## src/rtl/multicycle_cpu.sv

```systemverilog
// multicycle_cpu: multi-cycle CPU with a 2-bit-opcode ISA (ADDI, SLLI, JMP, BEQZ).
// Each instruction runs FETCH -> EXEC -> WB. Instructions are fetched over a
// req/valid handshake, so the instruction memory may insert wait states.
module multicycle_cpu #(
    parameter int unsigned DATA_W     = 8,
    parameter int unsigned PC_W       = 8,
    parameter int unsigned REG_ADDR_W = 3,
    parameter int unsigned IMM_W      = 3,
    localparam int unsigned INSTR_W   = 2 + REG_ADDR_W + IMM_W
) (
    input  logic                  Clk,
    input  logic                  Reset,
    output logic                  imem_req,
    output logic [PC_W-1:0]       imem_addr,
    input  logic                  imem_valid,
    input  logic [INSTR_W-1:0]    imem_rdata,
    output logic [PC_W-1:0]       pc,
    output logic                  retire,
    input  logic [REG_ADDR_W-1:0] dbg_sel,
    output logic [DATA_W-1:0]     dbg_data
);

    localparam int unsigned NUM_REGS = 2 ** REG_ADDR_W;
    localparam int unsigned OFF_W    = INSTR_W - 2;

    typedef enum logic [1:0] {
        S_FETCH = 2'd0,
        S_EXEC  = 2'd1,
        S_WB    = 2'd2
    } state_e;

    state_e               state_q, state_d;
    logic [PC_W-1:0]      pc_q, pc_d;
    logic [INSTR_W-1:0]   ir_q, ir_d;
    logic [DATA_W-1:0]    alu_q, alu_d;
    logic [PC_W-1:0]      npc_q, npc_d;
    logic                 req_q, req_d;
    logic                 retire_q, retire_d;
    logic [DATA_W-1:0]    regs_q [NUM_REGS];
    logic [DATA_W-1:0]    regs_d [NUM_REGS];

    logic [1:0]            op;
    logic [REG_ADDR_W-1:0] rd;
    logic [IMM_W-1:0]      imm;
    logic [OFF_W-1:0]      off;
    logic [DATA_W-1:0]     rd_val;
    logic [PC_W-1:0]       pc_inc;

    // Instruction field decode from the latched instruction register
    assign op     = ir_q[INSTR_W-1:INSTR_W-2];
    assign rd     = ir_q[INSTR_W-3:IMM_W];
    assign imm    = ir_q[IMM_W-1:0];
    assign off    = ir_q[INSTR_W-3:0];
    assign rd_val = regs_q[rd];
    assign pc_inc = pc_q + PC_W'(1);

    assign imem_req  = req_q;
    assign imem_addr = pc_q;
    assign pc        = pc_q;
    assign retire    = retire_q;
    assign dbg_data  = regs_q[dbg_sel];

    // State register
    always_ff @(posedge Clk) begin
        if (Reset) begin
            state_q <= S_FETCH;
        end else begin
            state_q <= state_d;
        end
    end

    // Next-state logic; valid is only honoured while a request is outstanding
    always_comb begin
        state_d = state_q;
        case (state_q)
            S_FETCH: if (req_q && imem_valid) state_d = S_EXEC;
            S_EXEC:  state_d = S_WB;
            S_WB:    state_d = S_FETCH;
            default: state_d = S_FETCH;
        endcase
    end

    // Output and datapath next values; req/retire follow the next state so they are Moore flops
    always_comb begin
        req_d    = (state_d == S_FETCH);
        retire_d = (state_d == S_WB);
        pc_d     = pc_q;
        ir_d     = ir_q;
        alu_d    = alu_q;
        npc_d    = npc_q;
        regs_d   = regs_q;
        case (state_q)
            S_FETCH: begin
                if (req_q && imem_valid) ir_d = imem_rdata;
            end
            S_EXEC: begin
                case (op)
                    2'b00: begin
                        alu_d = rd_val + DATA_W'($signed(imm));
                        npc_d = pc_inc;
                    end
                    2'b01: begin
                        alu_d = (32'(imm) >= DATA_W) ? '0 : (rd_val << imm);
                        npc_d = pc_inc;
                    end
                    2'b10: begin
                        npc_d = pc_inc + PC_W'($signed(off));
                    end
                    default: begin
                        npc_d = (rd_val == '0) ? (pc_inc + PC_W'($signed(imm))) : pc_inc;
                    end
                endcase
            end
            S_WB: begin
                pc_d = npc_q;
                if (!op[1]) regs_d[rd] = alu_q;
            end
            default: ;
        endcase
    end

    // Datapath registers; reset discards any in-flight instruction
    always_ff @(posedge Clk) begin
        if (Reset) begin
            pc_q     <= '0;
            ir_q     <= '0;
            alu_q    <= '0;
            npc_q    <= '0;
            req_q    <= 1'b0;
            retire_q <= 1'b0;
            for (int i = 0; i < NUM_REGS; i++) regs_q[i] <= '0;
        end else begin
            pc_q     <= pc_d;
            ir_q     <= ir_d;
            alu_q    <= alu_d;
            npc_q    <= npc_d;
            req_q    <= req_d;
            retire_q <= retire_d;
            for (int i = 0; i < NUM_REGS; i++) regs_q[i] <= regs_d[i];
        end
    end

endmodule

```

## config.mk

```make
export PLATFORM = sky130hd
export DESIGN_NAME = multicycle_cpu
export DESIGN_NICKNAME = d
export VERILOG_FILES = /design/src/rtl/multicycle_cpu.sv
export SDC_FILE = /design/constraint.sdc
export NUM_CORES = 1
export LEC_CHECK = 0
export CORE_ASPECT_RATIO = 1.75
export CORE_MARGIN = 5
export CORE_UTILIZATION = 50
export CTS_CLUSTER_DIAMETER = 100
export CTS_CLUSTER_SIZE = 8
export DETAILED_ROUTE_END_ITERATION = 10
export PLACE_DENSITY = 0.74
export SETUP_SLACK_MARGIN = 0.5
export SKIP_LAST_GASP = 1
export SLEW_MARGIN = 5
export SYNTH_ARGS = -nofsm -noshare
export SYNTH_HDL_FRONTEND = slang
export SYNTH_SLANG_ARGS = --single-unit
```

## constraint.sdc

```tcl
create_clock -name Clk -period 4.05 [get_ports Clk]
set_input_delay 0.405 -clock Clk [delete_from_list [all_inputs] [get_ports Clk]]
set_output_delay 0.405 -clock Clk [all_outputs]
set_load 0.005 [all_outputs]
```

==> flow_summary.ini <==
[route]
vias_per_cell = 6.34
top_layer_used = met4
antenna_left = 0
wl_met3_um = 967
initialDrtViolationCount = 323
vias = 5093
dr_wl_met2_mm = 8.58
wirelength_mm = 16.6
wl_per_cell_um = 20.7
firstDrtPassIters = 5
wl_met1_mm = 5.86
drc = 0

[clock_network]
cts_tree = built
insertion_delay_ns = 0.35
clockBufferDepth = 2
cts_num_sinks = 99
post_cts_buffers = 0
clockRootBuffer = clkbuf_16
cts_made_buffers = 9
clk_pin_slew_ns = 0.07
cts.htree.levels = 3
cts_hold_buf = 0

[place]
hpwl_mm = 12.2
place.gp.congestion = 0.930
port_buffers = 39
dpl_worst_slack_ns = 0.440
dp.cells = 787

[critical_path]
worstPathRequired_ns = 4.29
crit_path_start = ir_q[4]
crit_type = reg2reg
r2r_start = ir_q[4]
cp.arrival_ns = 3.60
r2r_cells = 9
r2r_slack_ns = 0.69
r2r_end = npc_q[3]
critical_path_peak_fanout = 18
cp-start-kind = flip-flop
end_kind = flip-flop

[floorplanning]
die_height_um = 154
io_pins = 40
core-area_um2 = 11600
initial_core_util = 0.513
rows = 52
die-area_um2 = 14200
die_w_um = 92.4

[grt]
antenna_found_initial = 0
grt_max_degree = 45
overflow = 0
grt_pass1_wl_mm = 26.5
track_usage = 0.235
first_global_vias = 5283

[synth]
synth_cell_types = 64
yosysSeqAreaShare = 0.334
avgSynthCellArea_um2 = 9.07
yosys_most_used_dff = dfxtp_1
synth_fp_nets = 691
synth_area_um2 = 5940
async_reset_ff_frac = 0
synth-edff-count = 0
ys_ff_latch = 99
yosysWarningCount = 0
syn_inst = 655

[hold_path]
min_path_cells = 2
hold_end = imem_addr[4]
min_from = npc_q[4]
min-delay-path-class = reg2reg

[outcome]
status = finished, final reports clean

[flow_run]
drv_cap = 0

[timing]
min_period_over_period = 0.831
fin_worst_skew_ns = 0.00925
slew_viol_final = 0
fmax_mhz = 297
period_minus_slack_ns = 3.36
rsz0062_at_grt = true
setup_slack_ns = 0.686
setup_viol = 0
tightestPinTransition_ns = 1.04
slew_headroom = 0.302
hold_viol = 0
finalSetupTns_ns = 0

[pwr]
ir_worst_vdd_v = 0.000261
p_leak_uw = 0.00282
power_uw = 2090
power_density_nw_per_um2 = 314

[final_layout]
insertedDiodeCount = 0
instances_no_fill = 803
drive_gt1_frac = 0.127
nets = 699
area_growth_pct = 11.9
[report_power, final]
| group | switching, uW | internal [uW] | leakage, uW | total, uW |
|---|---|---|---|---|
| Clock | 393 | 503 | 0.000151 | 896 |
| Combinational | 108 | 72.0 | 0.00186 | 180 |
| Sequential | 28.7 | 985 | 0.000801 | 1010 |
[through the flow]
| stage | utilization | hold WS (ns) | instance area, um^2 |
|---|---|---|---|
| detailed placement | 0.546 | 0.438 | 6320 |
| floorplan | - | 0.427 | 5940 |
| CTS | 0.573 | 0.449 | 6640 |
| global placement | 0.546 | 0.440 | 6320 |
| global route | 0.574 | 0.480 | 6650 |
| finish | 0.574 | 0.447 | 6650 |
[kinds of logic (layout without fill, tap and decap cells)]
kind of cell	count (synthesis)	in the layout	synth area share
AOI/OAI and AO/OA	113	113	0.127
and+or+nand+nor	230	230	0.171
buffers and inverters	67	80	0.0537
adders and majority gates	22	22	0.0489
xor gates and xnor gates	20	20	0.0295
muxes	104	104	0.237
DFF	99	99	0.334
[Yosys cell counts, types with 5 or more instances]
library cell	count	share of area
dfxtp_1	99	0.33
nor2_1	87	0.055
nand2_1	72	0.045
mux2i_1	60	0.10
a21oi_1	47	0.040
clkbuf_1	36	0.023
nand3_1	28	0.024
mux4_2	26	0.099
ha_1	20	0.042
xnor2_1	16	0.024
o21ai_0	15	0.013
mux2_2	14	0.027
buf_4	10	0.013
nor3_1	9	0.0076
inv_1	8	0.0051
nor2b_1	8	0.0084
a211oi_1	7	0.0088
nand2b_1	6	0.0063
and3_1	5	0.0053
[placed cells by master (no fill, tap or decap), types with 5 or more instances in the layout]
master,n
and3_1,5
buf_4,13
ha_1,20
a211oi_1,7
nand2b_1,6
xnor2_1,15
mux2i_1,60
mux2_2,14
nand2_1,72
nor2b_1,8
o21ai_0,14
inv_1,8
nand3_1,28
clkbuf_16,9
nor3_1,9
dfxtp_1,96
nor2_1,87
mux4_2,26
clkdlybuf4s50_1,38
a21oi_1,47
[worst max-delay path by stage]
stage                          end  slack, ns  depth (start not counted)
after floorplan           alu_q[7]       1.00                         15
after global placement    alu_q[7]       0.55                         13
after detailed placement  alu_q[7]       0.44                         13
after CTS                 alu_q[7]       0.62                         13
after global routing      alu_q[7]       0.48                         13
final                     npc_q[3]       0.69                          9
[metal layers]
layer,vias to the layer above,GRT usage
met5,-,0
met1,2421,0.243
li1,2342,-
met2,249,0.416
met3,81,0.0408
met4,0,0.176
[repair_timing]
item,CTS,global route
endpoints found under the setup margin,5,2
pin swaps,0,0
resized for setup,2,5
hold endpoints to repair,0,0
[critical path, cell delays in order, from the launching register on]
cell and delay [ns]:
dfxtp_2 0.53, buf_6 0.25, mux4_2 0.51, mux2_4 0.30, nor2_1 0.11, nand2_1 0.13, or4_1 0.74, mux2i_1 0.25
a21oi_1 0.10, a211o_1 0.32
[sequential cells by signal, summed over array words and instances (netlist names)]
register and count:
imem_addr 8, ir_q 8, npc_q 8, regs_q 64, imem_req 1, state_q 2
alu_q 8
[layout make-up]
cell class / instances / area, um^2
Clock inverter: 6 / 71.3
Fill cell: 1020 / 4930
Sequential cell: 99 / 1990
Inverter: 11 / 41.3
Timing Repair Buffer: 53 / 494
Tap cell: 135 / 169
Multi-Input combinational cell: 489 / 3650
Clock buffer: 10 / 239
Note: power is estimated with default switching activity, not from simulation.
